## src/rtl/cmp_scoreboard_pkg.sv

```systemverilog
// Shared definitions for the compare scoreboard.
//   cmp_state_e : FSM state encoding (WARMUP 00, CHECK 01, FAIL 10; 11 unused)
//   idx_width() : width of a lane index, never less than one bit
package cmp_scoreboard_pkg;

    typedef enum logic [1:0] {
        ST_WARMUP = 2'b00,
        ST_CHECK  = 2'b01,
        ST_FAIL   = 2'b10
    } cmp_state_e;

    function automatic int unsigned idx_width(input int unsigned n);
        return (n > 1) ? $clog2(n) : 1;
    endfunction

endpackage

```

## src/rtl/cmp_scoreboard_if.sv

```systemverilog
// Bundle of the scoreboard's compare inputs and status outputs.
//   master : the bench side, drives ENB/CH_MASK/REF_BUS/DUT_BUS, reads status
//   slave  : the scoreboard side
//   Status : MISMATCH, STICKY_ERR, ERR_COUNT, CYCLE, FIRST_CH, FIRST_CYC,
//            FIRST_REF, FIRST_DUT, STATE
interface cmp_scoreboard_if #(
    parameter int WIDTH     = 4,
    parameter int CHANNELS  = 2,
    parameter int ERR_CNT_W = 8,
    parameter int CYC_W     = 16
);
    import cmp_scoreboard_pkg::*;

    localparam int CH_W = idx_width(CHANNELS);

    logic                      ENB;
    logic [CHANNELS-1:0]       CH_MASK;
    logic [CHANNELS*WIDTH-1:0] REF_BUS;
    logic [CHANNELS*WIDTH-1:0] DUT_BUS;

    logic [CHANNELS-1:0]       MISMATCH;
    logic                      STICKY_ERR;
    logic [ERR_CNT_W-1:0]      ERR_COUNT;
    logic [CYC_W-1:0]          CYCLE;
    logic [CH_W-1:0]           FIRST_CH;
    logic [CYC_W-1:0]          FIRST_CYC;
    logic [WIDTH-1:0]          FIRST_REF;
    logic [WIDTH-1:0]          FIRST_DUT;
    logic [1:0]                STATE;

    modport master (
        output ENB, CH_MASK, REF_BUS, DUT_BUS,
        input  MISMATCH, STICKY_ERR, ERR_COUNT, CYCLE, FIRST_CH,
               FIRST_CYC, FIRST_REF, FIRST_DUT, STATE
    );

    modport slave (
        input  ENB, CH_MASK, REF_BUS, DUT_BUS,
        output MISMATCH, STICKY_ERR, ERR_COUNT, CYCLE, FIRST_CH,
               FIRST_CYC, FIRST_REF, FIRST_DUT, STATE
    );

endinterface

```

## src/rtl/cmp_scoreboard_lane.sv

```systemverilog
// One compared lane: masked 4-state inequality plus its registered flag.
//   clk, srst        : clock, synchronous active-high reset
//   load             : update the registered flag this edge (else hold)
//   blank            : when loading, store 0 instead of the compare result
//   mask             : 1 = lane checked
//   ref_val, dut_val : lane values
//   miss_now         : combinational compare result for this cycle
//   mismatch         : registered flag of the last compared cycle
module cmp_lane #(
    parameter int WIDTH = 4
) (
    input  logic             clk,
    input  logic             srst,
    input  logic             load,
    input  logic             blank,
    input  logic             mask,
    input  logic [WIDTH-1:0] ref_val,
    input  logic [WIDTH-1:0] dut_val,
    output logic             miss_now,
    output logic             mismatch
);

    logic mismatch_reg;

    // Case inequality so an X/Z against a known value is reported as a miss.
    assign miss_now = mask && (ref_val !== dut_val);

    always_ff @(posedge clk) begin
        if (srst) begin
            mismatch_reg <= 1'b0;
        end else if (load) begin
            mismatch_reg <= blank ? 1'b0 : miss_now;
        end
    end

    assign mismatch = mismatch_reg;

endmodule

```

## src/rtl/cmp_scoreboard.sv

```systemverilog
// Clocked equivalence checker comparing CHANNELS lanes of WIDTH bits between a
// reference and a device bus on every enabled edge.
//   CLK   : clock, all logic on posedge
//   RESET : synchronous, active-high; aborts any run
//   bus   : cmp_scoreboard_if slave (ENB, CH_MASK, REF_BUS, DUT_BUS in;
//           MISMATCH, STICKY_ERR, ERR_COUNT, CYCLE, FIRST_* and STATE out)
// The FSM skips SKIP_CYCLES warm-up edges, then checks; the first failing
// cycle is snapshotted (lowest failing lane wins) and the FSM moves to FAIL,
// where it either keeps counting failing cycles or freezes (STOP_ON_ERR).
module cmp_scoreboard
    import cmp_scoreboard_pkg::*;
#(
    parameter int WIDTH       = 4,
    parameter int CHANNELS    = 2,
    parameter int ERR_CNT_W   = 8,
    parameter int CYC_W       = 16,
    parameter int SKIP_CYCLES = 2,
    parameter bit STOP_ON_ERR = 1'b0
) (
    input  logic            CLK,
    input  logic            RESET,
    cmp_scoreboard_if.slave bus
);

    localparam int CH_W = idx_width(CHANNELS);
    localparam cmp_state_e RESET_STATE = (SKIP_CYCLES == 0) ? ST_CHECK : ST_WARMUP;
    // CYCLE value on the last warm-up edge; only meaningful when SKIP_CYCLES > 0.
    localparam logic [CYC_W-1:0] SKIP_LAST = CYC_W'(SKIP_CYCLES - 1);

    cmp_state_e           state_reg, state_next;
    logic [CYC_W-1:0]     cycle_reg, cycle_next;
    logic [ERR_CNT_W-1:0] err_cnt_reg, err_cnt_next;
    logic                 sticky_reg, sticky_next;
    logic [CH_W-1:0]      first_ch_reg, first_ch_next;
    logic [CYC_W-1:0]     first_cyc_reg, first_cyc_next;
    logic [WIDTH-1:0]     first_ref_reg, first_ref_next;
    logic [WIDTH-1:0]     first_dut_reg, first_dut_next;

    logic                 lane_load;
    logic                 lane_blank;
    logic [CHANNELS-1:0]  miss_now;
    logic [CHANNELS-1:0]  mismatch_reg;
    logic                 any_miss;
    logic [CH_W-1:0]      low_idx;

    genvar gi;
    generate
        for (gi = 0; gi < CHANNELS; gi++) begin : g_lane
            cmp_lane #(.WIDTH(WIDTH)) u_lane (
                .clk      (CLK),
                .srst     (RESET),
                .load     (lane_load),
                .blank    (lane_blank),
                .mask     (bus.CH_MASK[gi]),
                .ref_val  (bus.REF_BUS[gi*WIDTH +: WIDTH]),
                .dut_val  (bus.DUT_BUS[gi*WIDTH +: WIDTH]),
                .miss_now (miss_now[gi]),
                .mismatch (mismatch_reg[gi])
            );
        end
    endgenerate

    assign any_miss = |miss_now;

    // Lowest-index priority encoder: scanning downwards lets the lowest
    // failing lane overwrite any higher one.
    always_comb begin
        low_idx = '0;
        for (int i = CHANNELS - 1; i >= 0; i--) begin
            if (miss_now[i]) begin
                low_idx = CH_W'(i);
            end
        end
    end

    always_ff @(posedge CLK) begin
        if (RESET) begin
            state_reg     <= RESET_STATE;
            cycle_reg     <= '0;
            err_cnt_reg   <= '0;
            sticky_reg    <= 1'b0;
            first_ch_reg  <= '0;
            first_cyc_reg <= '0;
            first_ref_reg <= '0;
            first_dut_reg <= '0;
        end else begin
            state_reg     <= state_next;
            cycle_reg     <= cycle_next;
            err_cnt_reg   <= err_cnt_next;
            sticky_reg    <= sticky_next;
            first_ch_reg  <= first_ch_next;
            first_cyc_reg <= first_cyc_next;
            first_ref_reg <= first_ref_next;
            first_dut_reg <= first_dut_next;
        end
    end

    always_comb begin
        state_next     = state_reg;
        cycle_next     = cycle_reg;
        err_cnt_next   = err_cnt_reg;
        sticky_next    = sticky_reg;
        first_ch_next  = first_ch_reg;
        first_cyc_next = first_cyc_reg;
        first_ref_next = first_ref_reg;
        first_dut_next = first_dut_reg;
        lane_load      = 1'b0;
        lane_blank     = 1'b0;

        if (bus.ENB) begin
            case (state_reg)
                ST_WARMUP: begin
                    cycle_next = cycle_reg + CYC_W'(1);
                    lane_load  = 1'b1;
                    lane_blank = 1'b1;
                    if (cycle_reg == SKIP_LAST) begin
                        state_next = ST_CHECK;
                    end
                end
                ST_CHECK: begin
                    cycle_next = cycle_reg + CYC_W'(1);
                    lane_load  = 1'b1;
                    if (any_miss) begin
                        state_next     = ST_FAIL;
                        sticky_next    = 1'b1;
                        err_cnt_next   = ERR_CNT_W'(1);
                        first_ch_next  = low_idx;
                        first_cyc_next = cycle_reg;
                        first_ref_next = bus.REF_BUS[low_idx*WIDTH +: WIDTH];
                        first_dut_next = bus.DUT_BUS[low_idx*WIDTH +: WIDTH];
                    end
                end
                ST_FAIL: begin
                    if (!STOP_ON_ERR) begin
                        cycle_next = cycle_reg + CYC_W'(1);
                        lane_load  = 1'b1;
                        // One increment per failing cycle, regardless of lane count.
                        if (any_miss && (err_cnt_reg != '1)) begin
                            err_cnt_next = err_cnt_reg + ERR_CNT_W'(1);
                        end
                    end
                end
                default: begin
                    state_next = ST_CHECK;
                end
            endcase
        end
    end

    assign bus.MISMATCH   = mismatch_reg;
    assign bus.STICKY_ERR = sticky_reg;
    assign bus.ERR_COUNT  = err_cnt_reg;
    assign bus.CYCLE      = cycle_reg;
    assign bus.FIRST_CH   = first_ch_reg;
    assign bus.FIRST_CYC  = first_cyc_reg;
    assign bus.FIRST_REF  = first_ref_reg;
    assign bus.FIRST_DUT  = first_dut_reg;
    assign bus.STATE      = state_reg;

endmodule

```

## src/flat_wrapper.sv

```systemverilog
// flat-port wrapper written by rule: the top's interface ports become plain ports
module cmp_scoreboard_flat import cmp_scoreboard_pkg::*;
#(
    parameter int WIDTH       = 4,
    parameter int CHANNELS    = 2,
    parameter int ERR_CNT_W   = 8,
    parameter int CYC_W       = 16,
    parameter int SKIP_CYCLES = 2,
    parameter bit STOP_ON_ERR = 1'b0
)
  (CLK, RESET, bus_ENB, bus_CH_MASK, bus_REF_BUS, bus_DUT_BUS, bus_MISMATCH, bus_STICKY_ERR, bus_ERR_COUNT, bus_CYCLE, bus_FIRST_CH, bus_FIRST_CYC, bus_FIRST_REF, bus_FIRST_DUT, bus_STATE);
  cmp_scoreboard_if #(.WIDTH(WIDTH), .CHANNELS(CHANNELS), .ERR_CNT_W(ERR_CNT_W), .CYC_W(CYC_W)) bus_i ();
  input  logic CLK;
  input  logic RESET;
  input wire logic [$bits(bus_i.ENB)-1:0] bus_ENB;
  input wire logic [$bits(bus_i.CH_MASK)-1:0] bus_CH_MASK;
  input wire logic [$bits(bus_i.REF_BUS)-1:0] bus_REF_BUS;
  input wire logic [$bits(bus_i.DUT_BUS)-1:0] bus_DUT_BUS;
  output wire logic [$bits(bus_i.MISMATCH)-1:0] bus_MISMATCH;
  output wire logic [$bits(bus_i.STICKY_ERR)-1:0] bus_STICKY_ERR;
  output wire logic [$bits(bus_i.ERR_COUNT)-1:0] bus_ERR_COUNT;
  output wire logic [$bits(bus_i.CYCLE)-1:0] bus_CYCLE;
  output wire logic [$bits(bus_i.FIRST_CH)-1:0] bus_FIRST_CH;
  output wire logic [$bits(bus_i.FIRST_CYC)-1:0] bus_FIRST_CYC;
  output wire logic [$bits(bus_i.FIRST_REF)-1:0] bus_FIRST_REF;
  output wire logic [$bits(bus_i.FIRST_DUT)-1:0] bus_FIRST_DUT;
  output wire logic [$bits(bus_i.STATE)-1:0] bus_STATE;
  assign bus_i.ENB = bus_ENB;
  assign bus_i.CH_MASK = bus_CH_MASK;
  assign bus_i.REF_BUS = bus_REF_BUS;
  assign bus_i.DUT_BUS = bus_DUT_BUS;
  assign bus_MISMATCH = bus_i.MISMATCH;
  assign bus_STICKY_ERR = bus_i.STICKY_ERR;
  assign bus_ERR_COUNT = bus_i.ERR_COUNT;
  assign bus_CYCLE = bus_i.CYCLE;
  assign bus_FIRST_CH = bus_i.FIRST_CH;
  assign bus_FIRST_CYC = bus_i.FIRST_CYC;
  assign bus_FIRST_REF = bus_i.FIRST_REF;
  assign bus_FIRST_DUT = bus_i.FIRST_DUT;
  assign bus_STATE = bus_i.STATE;
  cmp_scoreboard #(.WIDTH(WIDTH), .CHANNELS(CHANNELS), .ERR_CNT_W(ERR_CNT_W), .CYC_W(CYC_W), .SKIP_CYCLES(SKIP_CYCLES), .STOP_ON_ERR(STOP_ON_ERR)) u_core (.CLK(CLK), .RESET(RESET), .bus(bus_i));
endmodule
```

## config.mk

```make
export PLATFORM = sky130hd
export DESIGN_NAME = cmp_scoreboard_flat
export DESIGN_NICKNAME = d
export VERILOG_FILES = /design/src/rtl/cmp_scoreboard_pkg.sv /design/src/rtl/cmp_scoreboard_if.sv /design/src/rtl/cmp_scoreboard_lane.sv /design/src/rtl/cmp_scoreboard.sv /design/src/flat_wrapper.sv
export SDC_FILE = /design/constraint.sdc
export NUM_CORES = 1
export LEC_CHECK = 0
export CAP_MARGIN = 20
export CORE_ASPECT_RATIO = 1.1
export CORE_MARGIN = 1.5
export CORE_UTILIZATION = 30
export CTS_CLUSTER_DIAMETER = 100
export DETAILED_ROUTE_END_ITERATION = 7
export PLACE_DENSITY = 0.61
export SLEW_MARGIN = 20
export SYNTH_ARGS = -nofsm -noshare
export SYNTH_HDL_FRONTEND = slang
export SYNTH_SLANG_ARGS = --single-unit
```

## constraint.sdc

```tcl
create_clock -name CLK -period 2.64 [get_ports CLK]
set_input_delay 0.528 -clock CLK [delete_from_list [all_inputs] [get_ports CLK]]
set_output_delay 0.528 -clock CLK [all_outputs]
set_load 0.02 [all_outputs]
```

==> results.md, run 1 <==
- Setup WS pre-CTS: -0.00101 ns
- Worst hold endpoint: u_core.bus.STICKY_ERR
- Post-CTS Setup Repair Bufs: 0
- Worst Path Arrival: 2.55 ns
- Synthesized flop and latch total: 54
- Non-Filler Instances: 459
- First-pass GRT wire length: 10.5 mm
- Buffers on Ports: 74
- Routed WL: 6.25 mm
- Number of synthesis warnings: 0
- Hold_sp: u_core.bus.STICKY_ERR
- Crit Path Category: in -> reg
- Chip height: 98.3 um
- Crit end category: flip-flop
- Status: finished, final reports clean
- Clk Tree Root Cell: clkbuf_8
- Design area: 0.00343 mm2
- TritonCTS clock tree: done
- Yosys top cell by area: dfxtp_1
- DRT Pass-1 Iters: 4
- # diodes: 0
- Worst setup margin: 0.316 ns
- Cell Pwr Density: 488 mW/mm2
- Rows: 34
- Routed via count: 2224
- Hpwl dp: 4.51 mm
- Final setup TNS: 0 ns
- Ranking of synthesized cells by area: dfxtp_1 (44%), nor3_1 (6.7%), mux2i_1 (6.5%)
- Initial antenna violation count: 0
- Fill cell count: 804
- Avg WL per Cell: 13.6 um
- Number of global-route vias before repair: 2180
- Number of DRC markers in iteration 0: 66
- Commonest non-fill, non-tap cell in the layout: clkdlybuf4s50_1
- Max FO, Critical Path: 6
- Final slew viol count: 0
- Placement Cell Area: 0.00335 mm2
- Post-placement cell count: 452
- Final Net Count: 379
- Setup violations, final: 0
- Max Clk Rate: 0.430 GHz
- Unique cell type count in the Yosys netlist: 33
- Overall Global Routing Usage: 14.9%
- Post_cts resized: 0
- Area share of the largest cell type after synthesis: 43.7%
- FF-to-FF End: u_core.bus.ERR_COUNT[1]
- Post-CTS Hold Buffers: 0
- Full die area: 0.00881 mm2
- Starting Density: 31.1%
- Synthesis-to-layout area growth: 38.4%
- Max cap viols: 0
- Slew @ Worst Pin: 0.741 ns
- Syn nets: 305
- Tmin final: 2.32 ns
- R2R setup slack: 0.67 ns
- Total power: 1670 uW
- Clock sink count: 54
- Syn_area_per_cell: 8.94 um2
- Register area share after synthesis: 43.7%
- Final hold viol count: 0
- CP Launch Type: input pin
- Core ar.: 0.00796 mm2
- Vias/cell: 4.85
- Leak: 0.00132 uW
- Worst vdd rail ir drop: 224 uV
- Worst skew pair latency: 0.30 ns
- Relative slew slack: 50.5%
- CTS H-tree depth: 2
- Cells after Synth: 277
- Share of post-route cells with drive strength above 1: 5.13%
- Worst r2r path cells: 7
- FF+latch area: 0.00108 mm2
- Remaining DRCs: 0
- Number of CTS-inserted buffers: 5
- Final ANT Viol Nets: 0
- I/O pin count: 75
- Post-Synthesis Cell Area: 0.00248 mm2
- Total gr overflow: 0
- Post-Route Skew: 0.00818 ns
- Worst EP required: 2.87 ns
- Die X-Extent: 89.6 um
- Routability congestion estimate: 0.825
- R2R Path Start: u_core.bus.STATE[0]
- Commonest non-fill, non-tap cells in the layout: clkdlybuf4s50_1 (73), dfxtp_1 (54), nor2_1 (35)
- Largest net degree at the start of global routing: 46
- WHS Path Cells: 2
- Multi-input logic area: 0.00129 mm2
- Clock transition at path regs: 0.09 ns
- Fin crit share: 88.0%
- RSZ-0062 raised after global routing: false
- CTS max path bufs: 2
- Min-delay worst type: reg -> reg
-- Yosys cell counts --
cell      count
ha_1          7
nand2_1      13
or3_1         7
nor4b_1       2
a31oi_1      12
nand2b_1      7
a211oi_1      1
buf_2         1
inv_1         9
nand4b_1      1
a41o_1        1
dfxtp_1      54
a311oi_1      1
xor2_1       15
mux2i_1      16
nand4_1       4
and4_1        1
buf_4         4
nor2b_1       2
a21oi_1       7
o21ai_0       4
a221oi_1      2
buf_1         2
clkbuf_1      8
a32o_1        1
nor3_1       33
nor2_1       35
a21o_1        1
o41ai_4       2
nor4_1       11
xnor2_1       5
nand3_1       4
and3_1        4
-- worst max-delay path, stage by stage --
cell and delay (ns):
clkdlybuf4s50_1 0.45, xor2_1 0.20, o41ai_4 0.48, a221oi_1 0.19
or3_1 0.49, a31oi_1 0.21
-- kinds of logic after synthesis --
family          synth area share (%)
mux                             6.47
fa+ha+maj                       3.54
simple gates                    25.0
compound gates                  9.95
flops                           43.7
buf+inv                         4.30
xor+xnor                        7.07
-- layer usage --
layer	vias up	global-route usage (%)	wire [um]
li1	1130	-	-
met1	1022	19.0	2840
met2	64	24.1	2910
met3	8	4.14	385
met4	0	4.85	110
met5	-	0	0
-- area by class of cell --
cell class | instances | share of cell area (%)
multi-input cells | 199 | 37.6
flip-flops and latches | 54 | 31.6
repair buffers | 82 | 23.6
well taps | 108 | 3.94
clock buffers | 5 | 2.01
inverters | 9 | 0.986
clock inverters | 2 | 0.292
-- power breakdown --
part / switching [uW] / internal [uW] / leakage, uW
Combinational: 195 / 161 / 0.000840
Sequential: 27.5 / 846 / 0.000436
Clock: 262 / 179 / 0.0000438
Total: 484 / 1190 / 0.00132
-- through the flow --
step	util (%)	hold WS (ns)
after global routing	43.1	0.486
final	43.1	0.453
after CTS	43.1	0.458
after detailed placement	42.1	0.444
after global placement	42.1	0.438
after floorplan	-	0.432
-- worst max-delay path by stage --
stage | startpoint | slack [ns] | cells past startpoint | endpoint
2_1_floorplan | bus_REF_BUS[7] | 0.64 | 7 | u_core.bus.FIRST_CYC[7]
6_report | bus_REF_BUS[7] | 0.32 | 6 | u_core.bus.ERR_COUNT[5]
4_1_cts | bus_REF_BUS[7] | 0.31 | 6 | u_core.bus.ERR_COUNT[5]
5_1_grt | bus_REF_BUS[7] | 0.18 | 6 | u_core.bus.ERR_COUNT[6]
3_5_place_dp | bus_REF_BUS[7] | -0.001 | 6 | u_core.bus.ERR_COUNT[5]
3_3_place_gp | bus_REF_BUS[7] | 0.08 | 6 | u_core.bus.ERR_COUNT[3]
Note: power is estimated with default switching activity, not from simulation.
==> run 2, diff against run 1 <==
Settings changed: CTS_CLUSTER_SIZE from default to 8, PLACE_DENSITY 0.61 to 0.63.
==> results.md, run 2 (same netlist as run 1, synthesis figures left out) <==
- Status: finished, final reports clean (unchanged)
- Final ANT Viol Nets: 0 (unchanged)
- Leak: 0.00132 uW (about the same)
- Avg WL per Cell: 13.4 um (was 13.6 um)
- CP Launch Type: input pin (unchanged)
- Max FO, Critical Path: 6 (unchanged)
- Commonest non-fill, non-tap cells in the layout: clkdlybuf4s50_1 (73), dfxtp_1 (54), nor2_1 (35) (unchanged)
- Hold slack final: 0.454 ns (was 0.453 ns)
- Crit path largest cell delay: 0.49 ns (about the same)
- Relative slew slack: 49.4% (was 50.5%)
- Placement Cell Area: 0.00334 mm2 (was 0.00335 mm2)
- Starting Density: 31.1% (unchanged)
- FF-to-FF End: u_core.bus.ERR_COUNT[0] (was u_core.bus.ERR_COUNT[1])
- Fin util: 43.4% (was 43.1%)
- First-pass GRT wire length: 10.3 mm (was 10.5 mm)
- Number of global-route vias before repair: 2128 (was 2180)
- Levels on crit path: 6 (unchanged)
- Final slew viol count: 0 (unchanged)
- Slew @ Worst Pin: 0.757 ns (was 0.741 ns)
- CP max-delay cell: or3_1 (unchanged)
- Fin crit share: 87.0% (was 88.0%)
- Commonest non-fill, non-tap cell in the layout: clkdlybuf4s50_1 (unchanged)
- Final Net Count: 378 (was 379)
- Total gr overflow: 0 (unchanged)
- Buffers & Inverters on Critical Path: 1 (unchanged)
- Clock transition at path regs: 0.10 ns (was 0.09 ns)
- Critical Path Source: bus_REF_BUS[3] (was bus_REF_BUS[7])
- Worst r2r path cells: 7 (unchanged)
- Combinational Power Share: 19.7% (was 21.3%)
- Full die area: 0.00881 mm2 (unchanged)
- Worst skew pair latency: 0.31 ns (was 0.30 ns)
- Die X-Extent: 89.6 um (unchanged)
- Clk Tree Root Cell: clkbuf_8 (unchanged)
- RSZ-0062 raised after global routing: false (unchanged)
- I/O pin count: 75 (unchanged)
- Max Clk Rate: 0.435 GHz (was 0.430 GHz)
- Final setup TNS: 0 ns (unchanged)
- Clock sink count: 54 (unchanged)
- Largest net degree at the start of global routing: 51 (was 46)
- Crit Path Category: in -> reg (unchanged)
- Switching Fraction: 27.9% (was 29.0%)
- Cell family with most CP delay: compound AO/OA/AOI/OAI gates (unchanged)
- Share of post-route cells with drive strength above 1: 4.84% (was 5.13%)
- Cell Pwr Density: 518 mW/mm2 (was 488 mW/mm2)
- R2R Path Start: u_core.bus.STATE[0] (unchanged)
- Post_cts resized: 0 (unchanged)
- CP Capture Point: u_core.bus.ERR_COUNT[6] (was u_core.bus.ERR_COUNT[5])
- Fill cell count: 819 (was 804)
- Share of total power in sequential cells: 48.9% (was 52.3%)
- Psw: 498 uW (was 484 uW)
- Overall Global Routing Usage: 14.6% (was 14.9%)
- Min-delay worst type: reg -> reg (unchanged)
- CTS H-tree depth: 2 (unchanged)
- Chip height: 98.3 um (unchanged)
- CTS max path bufs: 2 (unchanged)
- Routed via count: 2222 (was 2224)
- Design area: 0.00345 mm2 (was 0.00343 mm2)
- Vias/cell: 4.84 (was 4.85)
- Setup violations, final: 0 (unchanged)
- Post-Route Skew: 0.00691 ns (was 0.00818 ns)
- TritonCTS clock tree: done (unchanged)
- Routability congestion estimate: 0.817 (was 0.825)
- Hpwl dp: 4.44 mm (was 4.51 mm)
- # diodes: 0 (unchanged)
- Tmin final: 2.30 ns (was 2.32 ns)
- Post-CTS Hold Buffers: 0 (unchanged)
- R2R setup slack: 0.69 ns (was 0.67 ns)
- Crit end category: flip-flop (unchanged)
- Routed WL: 6.14 mm (was 6.25 mm)
- Number of DRC markers in iteration 0: 46 (was 66)
- Worst vdd rail ir drop: 263 uV (was 224 uV)
- DRT Pass-1 Iters: 4 (unchanged)
- Initial antenna violation count: 0 (unchanged)
- Number of CTS-inserted buffers: 5 (unchanged)
- Rows: 34 (unchanged)
- Worst EP required: 2.87 ns (about the same)
- Synthesis-to-layout area growth: 39.3% (was 38.4%)
- Clock power share: 31.3% (was 26.4%)
- Worst path cell trace: clkdlybuf4s50_1, xor2_1, o41ai_4, a221oi_1, or3_1, a31oi_1 (unchanged)
- Max cap viols: 0 (unchanged)
- Final hold viol count: 0 (unchanged)
- P_int: 1290 uW (was 1190 uW)
- Remaining DRCs: 0 (unchanged)
- Worst Path Arrival: 2.53 ns (was 2.55 ns)
- Post-CTS Setup Repair Bufs: 0 (unchanged)
- Buffers on Ports: 74 (unchanged)
- Core ar.: 0.00796 mm2 (unchanged)
run 2: cell types whose count changed in the layout (fill, tap and decap cells not counted), sizes merged:
cell      before  now
clkinv         2    0
buf            9    8
bufinv         0    1
clkbuf         5    6
clkinvlp       0    1
run 2: per-layer routing:
metal	wire, um	GRT usage [%]	share of wire, %
met1	2830	19.3	46
met2	2920	23.4	48
met3	325	3.89	5.3
met4	68	3.79	1.1
met5	0	0	0
run 2: worst register-to-register path, cell delays in order (launching register included):
cell and delay, ns:
dfxtp_1 0.39, inv_1 0.10, ha_1 0.29, and3_1 0.22, a221oi_1 0.32, buf_4 0.24, nor3_1 0.07, a311oi_1 0.25
run 2: power by group through the flow:
stage | registers (uW) | logic (uW) | clock network (uW)
floorplan | 924 | 174 | 0
global placement | 893 | 349 | 0
detailed placement | 893 | 354 | 0
CTS | 875 | 356 | 580
global route | 880 | 387 | 610
finish | 874 | 352 | 560
run 2: worst min path at each step:
stage	start	depth (start not counted)	end	slack, ns
after floorplan	u_core.g_lane[1].u_lane.mismatch	2	u_core.g_lane[1].u_lane.mismatch	0.43
after global placement	u_core.bus.STICKY_ERR	2	u_core.bus.STICKY_ERR	0.44
final	u_core.bus.STICKY_ERR	2	u_core.bus.STICKY_ERR	0.45
after global routing	u_core.g_lane[1].u_lane.mismatch	2	u_core.g_lane[1].u_lane.mismatch	0.49
after CTS	u_core.bus.STICKY_ERR	2	u_core.bus.STICKY_ERR	0.46
after detailed placement	u_core.bus.STICKY_ERR	2	u_core.bus.STICKY_ERR	0.45
run 2: per-stage QoR:
stage	setup WS, ns	cells	power [uW]
2_1_floorplan	0.642	277	1100
3_3_place_gp	0.0914	451	1240
3_5_place_dp	0.0272	451	1250
4_1_cts	0.365	459	1810
5_1_grt	0.156	459	1880
6_report	0.343	459	1790
run 2: layout make-up:
cell class | instances | area (um2) | share of cell area, %
flip-flops and latches | 54 | 1080 | 31.3
well taps | 108 | 135 | 3.92
multi-input cells | 199 | 1290 | 37.4
clock buffers | 6 | 72.6 | 2.10
inverters | 9 | 33.8 | 0.979
clock inverters | 2 | 37.5 | 1.09
repair buffers | 81 | 801 | 23.2
